===== config.mk =====
export PLATFORM = sky130hd
export DESIGN_NAME = npn_tt_sweep_canon
export DESIGN_NICKNAME = d
export VERILOG_FILES = /design/src/rtl/npn_tt_sweep_canon.sv
export SDC_FILE = /design/constraint.sdc
export NUM_CORES = 1
export LEC_CHECK = 0
export ABC_AREA = 1
export CAP_MARGIN = 20
export CORE_MARGIN = 10
export CORE_UTILIZATION = 30
export CTS_CLUSTER_DIAMETER = 120
export DETAILED_ROUTE_END_ITERATION = 8
export DONT_BUFFER_PORTS = 1
export SYNTH_ARGS = -nofsm -noshare
export SYNTH_HDL_FRONTEND = slang
export SYNTH_SLANG_ARGS = --single-unit

===== constraint.sdc =====
create_clock -name clk -period 4.69 [get_ports clk]
set_clock_uncertainty 0.05 [all_clocks]
set_input_delay 0.938 -clock clk [delete_from_list [all_inputs] [get_ports clk]]
set_output_delay 0.938 -clock clk [all_outputs]
set_load 0.1 [all_outputs]

===== src/rtl/npn_tt_sweep_canon.sv =====
`default_nettype none
// ============================================================================
// Module      : npn_tt_sweep_canon
// Description : Reads a 4-input / 1-output combinational cell's truth table.
//               It steps x0..x3 through all 16 minterms, waits a
//               configurable settle time, and samples y0 once per minterm.
//               It then scans all 768 NPN transforms of the captured table
//               and reports the minimum table and the first index that
//               reaches it.
// Ports       : clk        - rising-edge clock
//               rst        - synchronous active-high reset
//               start      - run request, accepted only in IDLE
//               busy       - run in progress (sweep or canon phase)
//               done       - one-cycle pulse, results valid
//               x0..x3     - drive the cell-under-test inputs
//               y0         - cell-under-test output
//               tt         - captured truth table, bit i = y0 at {x3..x0}=i
//               canon_tt   - NPN-canonical (minimum) truth table
//               canon_idx  - {perm[4:0], in_neg[3:0], out_neg} of first min
// Revision    : 1.0 - initial release
// ============================================================================
module npn_tt_sweep_canon #(
    parameter int SETTLE_CYCLES = 2,
    parameter int CANON_EN      = 1
) (
    input  logic        clk,
    input  logic        rst,
    input  logic        start,
    output logic        busy,
    output logic        done,
    output logic        x0,
    output logic        x1,
    output logic        x2,
    output logic        x3,
    input  logic        y0,
    output logic [15:0] tt,
    output logic [15:0] canon_tt,
    output logic [9:0]  canon_idx
);

    localparam logic [1:0] S_IDLE  = 2'd0;
    localparam logic [1:0] S_SWEEP = 2'd1;
    localparam logic [1:0] S_CANON = 2'd2;
    localparam logic [1:0] S_DONE  = 2'd3;

    localparam logic [3:0] C_SETTLE   = 4'(SETTLE_CYCLES);
    localparam logic [3:0] C_M_LAST   = 4'd15;
    localparam logic [9:0] C_IDX_LAST = 10'd767;

    logic [1:0]  r_state;
    logic [1:0]  w_state_next;
    logic [3:0]  r_settle;
    logic [3:0]  r_m;
    logic [3:0]  r_x;
    logic [9:0]  r_idx;
    logic [15:0] r_tt;
    logic [15:0] r_canon_tt;
    logic [9:0]  r_canon_idx;

    logic        w_sample;
    logic        w_sweep_last;
    logic        w_canon_last;
    logic [15:0] w_tt_sampled;
    logic [15:0] w_g;

    // p-th lexicographic permutation of (0,1,2,3), packed {p[3],p[2],p[1],p[0]}.
    // Only 0..23 are reachable because the index counter stops at 767.
    function automatic logic [7:0] f_perm(input logic [4:0] p);
        case (p)
            5'd0:    f_perm = {2'd3, 2'd2, 2'd1, 2'd0};
            5'd1:    f_perm = {2'd2, 2'd3, 2'd1, 2'd0};
            5'd2:    f_perm = {2'd3, 2'd1, 2'd2, 2'd0};
            5'd3:    f_perm = {2'd1, 2'd3, 2'd2, 2'd0};
            5'd4:    f_perm = {2'd2, 2'd1, 2'd3, 2'd0};
            5'd5:    f_perm = {2'd1, 2'd2, 2'd3, 2'd0};
            5'd6:    f_perm = {2'd3, 2'd2, 2'd0, 2'd1};
            5'd7:    f_perm = {2'd2, 2'd3, 2'd0, 2'd1};
            5'd8:    f_perm = {2'd3, 2'd0, 2'd2, 2'd1};
            5'd9:    f_perm = {2'd0, 2'd3, 2'd2, 2'd1};
            5'd10:   f_perm = {2'd2, 2'd0, 2'd3, 2'd1};
            5'd11:   f_perm = {2'd0, 2'd2, 2'd3, 2'd1};
            5'd12:   f_perm = {2'd3, 2'd1, 2'd0, 2'd2};
            5'd13:   f_perm = {2'd1, 2'd3, 2'd0, 2'd2};
            5'd14:   f_perm = {2'd3, 2'd0, 2'd1, 2'd2};
            5'd15:   f_perm = {2'd0, 2'd3, 2'd1, 2'd2};
            5'd16:   f_perm = {2'd1, 2'd0, 2'd3, 2'd2};
            5'd17:   f_perm = {2'd0, 2'd1, 2'd3, 2'd2};
            5'd18:   f_perm = {2'd2, 2'd1, 2'd0, 2'd3};
            5'd19:   f_perm = {2'd1, 2'd2, 2'd0, 2'd3};
            5'd20:   f_perm = {2'd2, 2'd0, 2'd1, 2'd3};
            5'd21:   f_perm = {2'd0, 2'd2, 2'd1, 2'd3};
            5'd22:   f_perm = {2'd1, 2'd0, 2'd2, 2'd3};
            5'd23:   f_perm = {2'd0, 2'd1, 2'd2, 2'd3};
            default: f_perm = {2'd3, 2'd2, 2'd1, 2'd0};
        endcase
    endfunction

    // g[i] = out_neg ^ tbl[j], with j[k] = i[perm[k]] ^ in_neg[k].
    function automatic logic [15:0] f_transform(
        input logic [15:0] tbl,
        input logic [7:0]  perm,
        input logic [3:0]  in_neg,
        input logic        out_neg
    );
        logic [15:0] g;
        logic [3:0]  i_v;
        logic [3:0]  j_v;
        g = '0;
        for (int i = 0; i < 16; i++) begin
            i_v = 4'(i);
            for (int k = 0; k < 4; k++) begin
                j_v[k] = i_v[perm[2*k +: 2]] ^ in_neg[k];
            end
            g[i] = out_neg ^ tbl[j_v];
        end
        return g;
    endfunction

    // y0 is looked at only on the last settle cycle of each minterm.
    assign w_sample     = (r_state == S_SWEEP) && (r_settle == C_SETTLE);
    assign w_sweep_last = w_sample && (r_m == C_M_LAST);
    assign w_canon_last = (r_state == S_CANON) && (r_idx == C_IDX_LAST);

    // Table including the bit sampled this cycle; needed so the no-canon
    // path can copy a complete table on the final sample.
    always_comb begin
        w_tt_sampled      = r_tt;
        w_tt_sampled[r_m] = y0;
    end

    if (CANON_EN != 0) begin : g_canon
        assign w_g = f_transform(r_tt, f_perm(r_idx[9:5]), r_idx[4:1], r_idx[0]);
    end else begin : g_no_canon
        assign w_g = '0;
    end

    always_ff @(posedge clk) begin
        if (rst) begin
            r_state <= S_IDLE;
        end else begin
            r_state <= w_state_next;
        end
    end

    always_comb begin
        w_state_next = r_state;
        case (r_state)
            S_IDLE: begin
                if (start) begin
                    w_state_next = S_SWEEP;
                end
            end
            S_SWEEP: begin
                if (w_sweep_last) begin
                    w_state_next = (CANON_EN != 0) ? S_CANON : S_DONE;
                end
            end
            S_CANON: begin
                if (w_canon_last) begin
                    w_state_next = S_DONE;
                end
            end
            S_DONE: begin
                w_state_next = S_IDLE;
            end
            default: begin
                w_state_next = S_IDLE;
            end
        endcase
    end

    always_ff @(posedge clk) begin
        if (rst) begin
            r_settle    <= '0;
            r_m         <= '0;
            r_x         <= '0;
            r_idx       <= '0;
            r_tt        <= '0;
            r_canon_tt  <= '0;
            r_canon_idx <= '0;
        end else begin
            case (r_state)
                S_IDLE: begin
                    if (start) begin
                        r_tt     <= '0;
                        r_m      <= '0;
                        r_settle <= '0;
                        r_x      <= '0;
                    end
                end
                S_SWEEP: begin
                    if (w_sample) begin
                        r_tt     <= w_tt_sampled;
                        r_settle <= '0;
                        if (r_m == C_M_LAST) begin
                            r_x   <= '0;
                            r_m   <= '0;
                            r_idx <= '0;
                            if (CANON_EN == 0) begin
                                r_canon_tt  <= w_tt_sampled;
                                r_canon_idx <= '0;
                            end
                        end else begin
                            r_m <= r_m + 4'd1;
                            r_x <= r_m + 4'd1;
                        end
                    end else begin
                        r_settle <= r_settle + 4'd1;
                    end
                end
                S_CANON: begin
                    // Strict less-than keeps the earliest index on ties.
                    if ((r_idx == 10'd0) || (w_g < r_canon_tt)) begin
                        r_canon_tt  <= w_g;
                        r_canon_idx <= r_idx;
                    end
                    r_idx <= r_idx + 10'd1;
                end
                default: begin
                end
            endcase
        end
    end

    assign busy      = (r_state == S_SWEEP) || (r_state == S_CANON);
    assign done      = (r_state == S_DONE);
    assign x0        = r_x[0];
    assign x1        = r_x[1];
    assign x2        = r_x[2];
    assign x3        = r_x[3];
    assign tt        = r_tt;
    assign canon_tt  = r_canon_tt;
    assign canon_idx = r_canon_idx;

endmodule
`default_nettype wire


# ---- Word-level counts from Yosys, hierarchy flattened
# Memories as Yosys holds them, arrays and structs flattened. A register that Yosys moved wholly into a read port is not among the register bits.
# Cells that the tools add are included.
dict set report totals {
  reg_bits 62
  romBits 256
  in_bits 4
  output_inout_bits 48
  elab_cells 321
  mem_count 1
}
dict set report op_classes {
  n_addsub 3
  n_lt_le_gt_ge 23
  n_eq_ne 11
  n_mux 181
  bitwise_logic 80
  reduce_logical 15
}
# name words width rd rd_clocked_by_memory_dff write_ports line
set memory_table {}
lappend memory_table {{(name not given)} 32 8 1 1 0 69} ;# case (p)
# operator count
set op_table {}
lappend op_table {{$bmux W1 S2} 64}
lappend op_table {{$lt A4 B5 Y1 const B} 17}
lappend op_table {{$mux W1} 81}
lappend op_table {{$xor A1 B1 Y1} 80}
lappend op_table {{$bmux W1 S4} 16}
lappend op_table {{$mux W16} 2}
lappend op_table {{$pmux W16 S2} 1}
lappend op_table {{$mux W10} 2}
lappend op_table {{$pmux W10 S2} 1}
lappend op_table {{$bwmux W16} 1}
lappend op_table {{$lt A16 B16 Y1} 1}
lappend op_table {{$mux W4} 4}
lappend op_table {{$pmux W4 S2} 2}
lappend op_table {{$lt A2 B3 Y1 const B} 4}
lappend op_table {{$add A10 B1 Y10 const B} 1}
lappend op_table {{$eq A10 B10 Y1 const B} 1}
lappend op_table {{$logic_not A10 Y1} 1}
lappend op_table {{$mux W5} 2}
lappend op_table {{$reduce_and A3 Y1} 3}
lappend op_table {{$add A4 B1 Y4 const B} 2}
lappend op_table {{$ne A2 B2 Y1 const B} 4}
lappend op_table {{$pmux W2 S4} 1}
lappend op_table {{$mux W2} 3}
lappend op_table {{$demux W1 S4} 1}
lappend op_table {{other kinds (11)} 18}

# ---- Longest topological paths before layout
# Gate-level depths: netlist (run 1).
dict set report depth {
  depth_word 9
  mapped_depth 27
  depth_no_buf 25
}

# ---- Least setup slack after synthesis (run 1)
# No wires, ideal clock.
dict set report synth_path {
  path_type {register to register}
  from {reg r_x[0]}
  to {reg with a tool-made name}
  setup_time_ns 0.117
  arrival_time_ns 3.485
  required_time_ns 4.523
  slack_ns 1.038
  stages_incl_launch_ff 17
  n_path_buf 0
  synth_period_minus_slack_ns 3.652
  path_cell_list {dfxtp_1 ha_1 nand3_1 nand2_1 nand2_1 nor2_4 nand4_1 nor2_1 inv_1 o211ai_1 inv_1 ha_1 nand2_1 o21ai_0 nand2_1 o221ai_1 a22o_1}
}
# item line
set synth_rtl {}
lappend synth_rtl {{start: declaration} 54} ;# logic [3:0] r_x;
lappend synth_rtl {{start signal: assignment} 205} ;# r_x <= r_m + 4'd1;

# ---- Final worst setup path (run 1)
dict set report layout_path {
  from {reg r_idx[2]}
  to {reg r_canon_tt[2], in the netlist canon_tt[2]}
}
dict set report layout_between {
  elab_chain_len 7
  word_cells_on_any_way 68
}
# item line
set layout_rtl {}
lappend layout_rtl {{start: declaration} 55} ;# logic [9:0] r_idx;
lappend layout_rtl {{start signal: assignment} 217} ;# r_idx <= r_idx + 10'd1;
lappend layout_rtl {{$xor A1 B1 Y1} 112} ;# j_v[k] = i_v[perm[2*k +: 2]] ^ in_neg[k];
lappend layout_rtl {{$bmux W1 S4} 114} ;# g[i] = out_neg ^ tbl[j_v];
lappend layout_rtl {{$mux W1 (implied by the code)} 114}
lappend layout_rtl {{$xor A1 B1 Y1} 114}
lappend layout_rtl {{named net w_g[7]} 64} ;# logic [15:0] w_g;
lappend layout_rtl {{$lt A16 B16 Y1} 213} ;# if ((r_idx == 10'd0) || (w_g < r_canon_tt)) begin
lappend layout_rtl {{$logic_or A1 B1 Y1} 213}
lappend layout_rtl {{$reduce_and A2 Y1 (no line)} -}
lappend layout_rtl {{end signal: assignment} 200} ;# r_canon_tt <= w_tt_sampled;
lappend layout_rtl {{end signal: assignment} 214} ;# r_canon_tt <= w_g;
lappend layout_rtl {{end: declaration} 57} ;# logic [15:0] r_canon_tt;
# The timed path passes the listed nets, and every way through them passes these cells. The select of a mux whose other input is x is not followed.
# A chain may end at the register's enable or synchronous reset.

==> results of run 1 <==
[power by group through the flow]
stage          Sequential [mW]  Clock (mW)  Combinational [mW]
5_1_grt                   1.35       0.730                3.97
4_1_cts                   1.33       0.706                3.48
2_1_floorplan             1.55           0                2.68
6_report                  1.33       0.691                3.51
3_5_place_dp              1.34           0                3.46
3_3_place_gp              1.34           0                3.43
[final cells by class]
class / instances / area [um2] / share of cell area (%)
Clock buffer: 10 / 229 / 2.95
Clock inverter: 6 / 62.6 / 0.806
Inverter: 134 / 508 / 6.55
Multi-Input combinational cell: 811 / 4750 / 61.2
Sequential cell: 70 / 1400 / 18.1
Tap cell: 319 / 399 / 5.14
Timing Repair Buffer: 53 / 410 / 5.29
[path summary, 6_finish.rpt]
check | slack (ns) | cells past startpoint | end
max | 0.53 | 20 | canon_tt[2]
min | 0.41 | 2 | r_settle[2]
max reg2reg | 0.53 | 20 | canon_tt[2]
min reg2reg | 0.41 | 2 | r_settle[2]
[worst min-delay path: cells and delay by family, from the launching register on]
family | cells | cell delay (ns)
DFF | 1 | 0.31
and+or+nand+nor | 1 | 0.06
AOI/OAI and AO/OA | 1 | 0.05
[through the flow]
stage          utilization (%)  hold WS, ns  instance area [um2]  instances  setup slack [ns]
6_report                  33.3        0.412                 7760       1403             0.527
3_5_place_dp              31.9        0.406                 7450       1385             0.592
5_1_grt                   33.3        0.474                 7760       1403            0.0870
2_1_floorplan                -        0.386                 7070       1080              1.04
4_1_cts                   33.2        0.414                 7750       1401             0.579
3_3_place_gp              31.9        0.397                 7450       1385             0.658
[cell usage after synthesis, drive strengths merged, types with 12 or more instances]
master / instances / share of area [%]
inv: 134 / 7.2
clkbuf: 19 / 1.0
nand3: 72 / 6.3
o211ai: 30 / 3.2
nand2: 181 / 9.9
dfxtp: 70 / 20
nor2: 110 / 6.4
o21ai: 147 / 10
a21oi: 98 / 7.0
ha: 54 / 9.6
xor2: 30 / 4.2
a211oi: 16 / 1.7
o221ai: 20 / 2.5
o311ai: 12 / 1.5
buf: 46 / 4.8
[layer usage]
| layer | vias to the layer above | GRT usage (%) | share of wire [%] |
|---|---|---|---|
| li1 | 3657 | - | - |
| met5 | - | 0 | 0 |
| met2 | 294 | 25.5 | 46 |
| met3 | 76 | 3.16 | 8.7 |
| met4 | 0 | 7.37 | 4.1 |
| met1 | 3320 | 18.3 | 41 |
[cell families after synthesis]
group,count (synthesis),share of synthesized area [%]
AOI/OAI and AO/OA,337,28.0
xor gates and xnor gates,37,5.17
adders and majority gates,54,9.56
DFF,70,19.8
and+or+nand+nor,383,24.5
buffers and inverters,199,13.0
==> results.yml, run 1 <==
status:
  outcome: "finished, final reports clean"
logic_synthesis:
  yosys_register_bits: 70
  syn_area_mm2: 0.00707
  synth.distinct_cells: 51
  syn_avg_cell_area_um2: 6.54
  netlist_instances: 1080
  yosysWarnings: 0
  async_reset_ff_share_pct: 0
  syn_nets: 1138
  synth_ff_type: "dfxtp_1"
  ys_seq_area_share_pct: 19.8
  synth_edf_count: 0
power_and_ir_drop:
  swShare_pct: 59.0
  p_int_mw: 2.26
  clkPwrFrac_pct: 12.5
  power_mw: 5.52
  power.net_switching_mw: 3.26
  p_seq_share_pct: 24.0
  power_leakage_nw: 3.31
  comb_power_share_pct: 63.4
  irDropWorstVdd_mv: 0.398
  p_per_area_mw_per_mm2: 712
die:
  rows: 56
  start_util_pct: 30.3
  fp.dieW_um: 173
  num_io_pins: 52
  die_h_um: 173
  core_mm2: 0.0233
  die_area_mm2: 0.0301
drt:
  drc_errors: 0
  drtIter0Drc: 620
  ant_nets: 0
  drt-pass1-iter-count: 5
  wl_per_cell_um: 16.9
  routed_wl_um: 23700
  viasPerCell: 5.24
  vias: 7347
worst_hold_path:
  holdCritStartpoint: "r_settle[2]"
  hold_path_class: "flop to flop"
timing:
  slew_viol_final: 0
  setup_tns_ns: 0
  fin_crit_ns: 4.16
  fmax_ghz: 0.240
  slew_headroom_pct: 31.7
  fin_crit_sh_pct: 88.8
  worst_pin_slew_ns: 1.02
  hold_viol: 0
  rsz0062_at_grt: "false"
  setup_violations: 0
critical_path:
  crit_start: "r_idx[2]"
  crit_slowest_cell: "dfxtp_1"
  crit_arrival_ns: 4.36
  reg2reg_from: "r_idx[2]"
  slowest_delay_ns: 0.73
  critical_path_buf_inv_count: 3
  cpMostUsedCell: "nand2_1"
  cp_cell_sequence: "xor2_2 -> inv_1 -> o21ai_0 -> a21oi_1 -> o311ai_0 -> nand2_1 -> xor2_1 -> inv_1 -> ha_1 -> nand2_1 -> nor2_1 -> a211oi_1 -> nand2_1 -> nand2_1 -> nand2_2 -> nand2_4 -> buf_12 -> nand3_1 -> nand2_1 -> nor2_2"
  path_delay_family: "simple AND/OR/NAND/NOR gates"
  critPathKind: "flop to flop"
  critPathLaunchType: "flop"
  path_max_fanout: 33
  cp.required_ns: 4.88
  crit_path_end_kind: "flop"
final_layout:
  diodes: 0
  final_common_cell: "nand2_1"
  layout-drive-gt1-share_pct: 11.6
  fin_nets: 1137
  nFillCells: 2504
  syn_to_final_growth_pct: 9.83
  final_cell_mix: "nand2_1 (176), o21ai_0 (136), inv_1 (121), nor2_1 (101), a21oi_1 (97)"
place:
  gp_congestion: 0.924
  io_buffers: 0
  post-dp-hpwl_um: 16800
clocking:
  clk_pin_slew_ns: 0.06
  numCtsBuffers: 9
  post_cts_buffers: 0
  clock_latency_ns: 0.35
  cts_hold_buf: 0
  cts_tree: "built"
  clockBufferDepth: 2
  h-tree-depth: 3
  cts_resized: 0
  cts_root_buf: "clkbuf_16"
  clock-sinks: 70
global_routing:
  grt_antenna_before_repair: 0
  grt_max_degree: 50
  grt_use_total_pct: 15.3
  first_global_vias: 6770
  grt_remaining_overflow: 0
  grt_pass1_wl_um: 37400
job:
  drv_cap: 0
No activity file was read; power rests on OpenSTA's default activity.
==> inputs of run 2 (changes only) <==
- CTS_BUF_LIST: not set -> sky130_fd_sc_hd__clkbuf_2 sky130_fd_sc_hd__clkbuf_4 sky130_fd_sc_hd__clkbuf_8
==> run 2 against run 1 <==
Register-to-register slack got worse by 0.02 ns. Maximum frequency decreased by 0.45%. First-iteration DRC count increased by 5.0%. Sequential power about the same. Via count decreased by 0.23%. Setup slack got worse by 0.019 ns. Largest cell class unchanged.
==> results.yml, run 2 (synthesis results as in run 1) <==
clocking:
  clock_latency_ns: 0.36
  clockBufferDepth: 2
  post_cts_buffers: 0
  h-tree-depth: 3
  cts_hold_buf: 0
  cts_resized: 0
  clk_pin_slew_ns: 0.09
  clock-sinks: 70
  cts_root_buf: "clkbuf_8"
  numCtsBuffers: 9
  cts_tree: "built"
global_routing:
  grt_use_total_pct: 15.2
  grt_max_degree: 50
  grt_pass1_wl_um: 37300
  grt_antenna_before_repair: 0
  first_global_vias: 6775
  grt_remaining_overflow: 0
final_layout:
  syn_to_final_growth_pct: 8.45
  utilization_pct: 32.8
  layout-drive-gt1-share_pct: 11.7
  fin_nets: 1137
  final_common_cell: "nand2_1"
  diodes: 0
  final_cell_mix: "nand2_1 (176), o21ai_0 (136), inv_1 (121), nor2_1 (101), a21oi_1 (97)"
power_and_ir_drop:
  p_per_area_mw_per_mm2: 697
  irDropWorstVdd_mv: 0.394
  power_leakage_nw: 3.27
  power_mw: 5.34
critical_path:
  reg2reg_slack_ns: 0.51
  path_depth: 20
  critPathLaunchType: "flop"
  slowest_delay_ns: 0.74
  cp_cell_sequence: "xor2_2 -> inv_1 -> o21ai_0 -> a21oi_1 -> o311ai_0 -> nand2_1 -> xor2_1 -> inv_1 -> ha_1 -> nand2_1 -> nor2_1 -> a211oi_1 -> nand2_1 -> nand2_1 -> nand2_2 -> nand2_4 -> buf_12 -> nand3_1 -> nand2_1 -> nor2_2"
  path_max_fanout: 33
  path_delay_family: "simple AND/OR/NAND/NOR gates"
  crit_path_end_kind: "flop"
  cp.required_ns: 4.90
  critPathKind: "flop to flop"
  cpMostUsedCell: "nand2_1"
  rr_worst_depth: 20
  reg2reg_from: "r_idx[2]"
  critical_path_buf_inv_count: 3
  crit_slowest_cell: "dfxtp_1"
  crit_arrival_ns: 4.39
  r2r_end: "canon_tt[2]"
worst_hold_path:
  holdPathStages: 2
  hold_path_class: "flop to flop"
  min_to: "r_settle[2]"
  holdCritStartpoint: "r_settle[2]"
drt:
  drtIter0Drc: 651
  drc_errors: 0
  drt-pass1-iter-count: 7
  wl_per_cell_um: 16.9
  vias: 7330
  ant_nets: 0
  viasPerCell: 5.22
  routed_wl_um: 23700
die:
  fp.dieW_um: 173
  die_h_um: 173
  num_io_pins: 52
  rows: 56
  die_area_mm2: 0.0301
  start_util_pct: 30.3
  core_mm2: 0.0233
timing:
  hold_viol: 0
  setup_slack_ns: 0.508
  fin_crit_sh_pct: 89.2
  rsz0062_at_grt: "false"
  worst_hold_slack_ns: 0.415
  fin_crit_ns: 4.18
  fmax_ghz: 0.239
  slew_headroom_pct: 31.8
  setup_tns_ns: 0
  slew_viol_final: 0
  worst_pin_slew_ns: 1.02
  setup_violations: 0
place:
  gp_congestion: 0.924
  post-place-ws_ns: 0.592
  post-dp-hpwl_um: 16800
  io_buffers: 0
status:
  outcome: "finished, final reports clean"
job:
  drv_cap: 0
[run 2: cell type report]
class / count / area [um2]
clock inverter: 6 / 62.6
fill: 2511 / 15700
timing repair buffer: 53 / 410
tap: 319 / 399
inverter: 134 / 508
sequential: 70 / 1400
multi-input combinational: 811 / 4750
clock buffer: 10 / 131
[run 2: how the worst max path moves through the flow]
stage | slack [ns] | end | from
finish | 0.51 | canon_tt[2] | r_idx[2]
global route | 0.09 | canon_tt[14] | flop
CTS | 0.57 | canon_tt[14] | r_idx[1]
detailed placement | 0.59 | canon_tt[2] | r_idx[1]
global placement | 0.66 | canon_tt[2] | r_idx[1]
floorplan | 1.04 | flop | r_x[0]
[run 2: per-stage QoR]
stage | cell area [um2] | std cells
global route | 7660 | 1403
global placement | 7450 | 1385
floorplan | 7070 | 1080
finish | 7660 | 1403
CTS | 7650 | 1401
detailed placement | 7450 | 1385
[run 2: per-layer routing]
metal | wire length (um) | vias to the layer above | part of all wire, % | global-route usage, %
met3 | 1930 | 65 | 8.1 | 3.29
met1 | 9930 | 3325 | 42 | 18.1
met4 | 1020 | 0 | 4.3 | 7.76
met5 | 0 | - | 0 | 0
li1 | - | 3658 | - | -
met2 | 10800 | 282 | 46 | 25.3
[run 2: where the power goes]
group / leakage (nW) / total [mW] / internal [mW] / switching, mW
clock: 0.103 / 0.503 / 0.251 / 0.252
combinational: 2.60 / 3.51 / 1.12 / 2.39
sequential: 0.569 / 1.33 / 0.733 / 0.593
[run 2: worst register-to-register path, cell delays in order, from the launching register on]
cell	delay (ns)
dfxtp_1	0.74
xor2_2	0.39
inv_1	0.22
o21ai_0	0.12
a21oi_1	0.06
o311ai_0	0.43
nand2_1	0.21
xor2_1	0.26
inv_1	0.07
ha_1	0.29
nand2_1	0.09
nor2_1	0.05
a211oi_1	0.18
nand2_1	0.10
nand2_1	0.08
nand2_2	0.06
nand2_4	0.22
buf_12	0.24
nand3_1	0.10
nand2_1	0.10
nor2_2	0.03
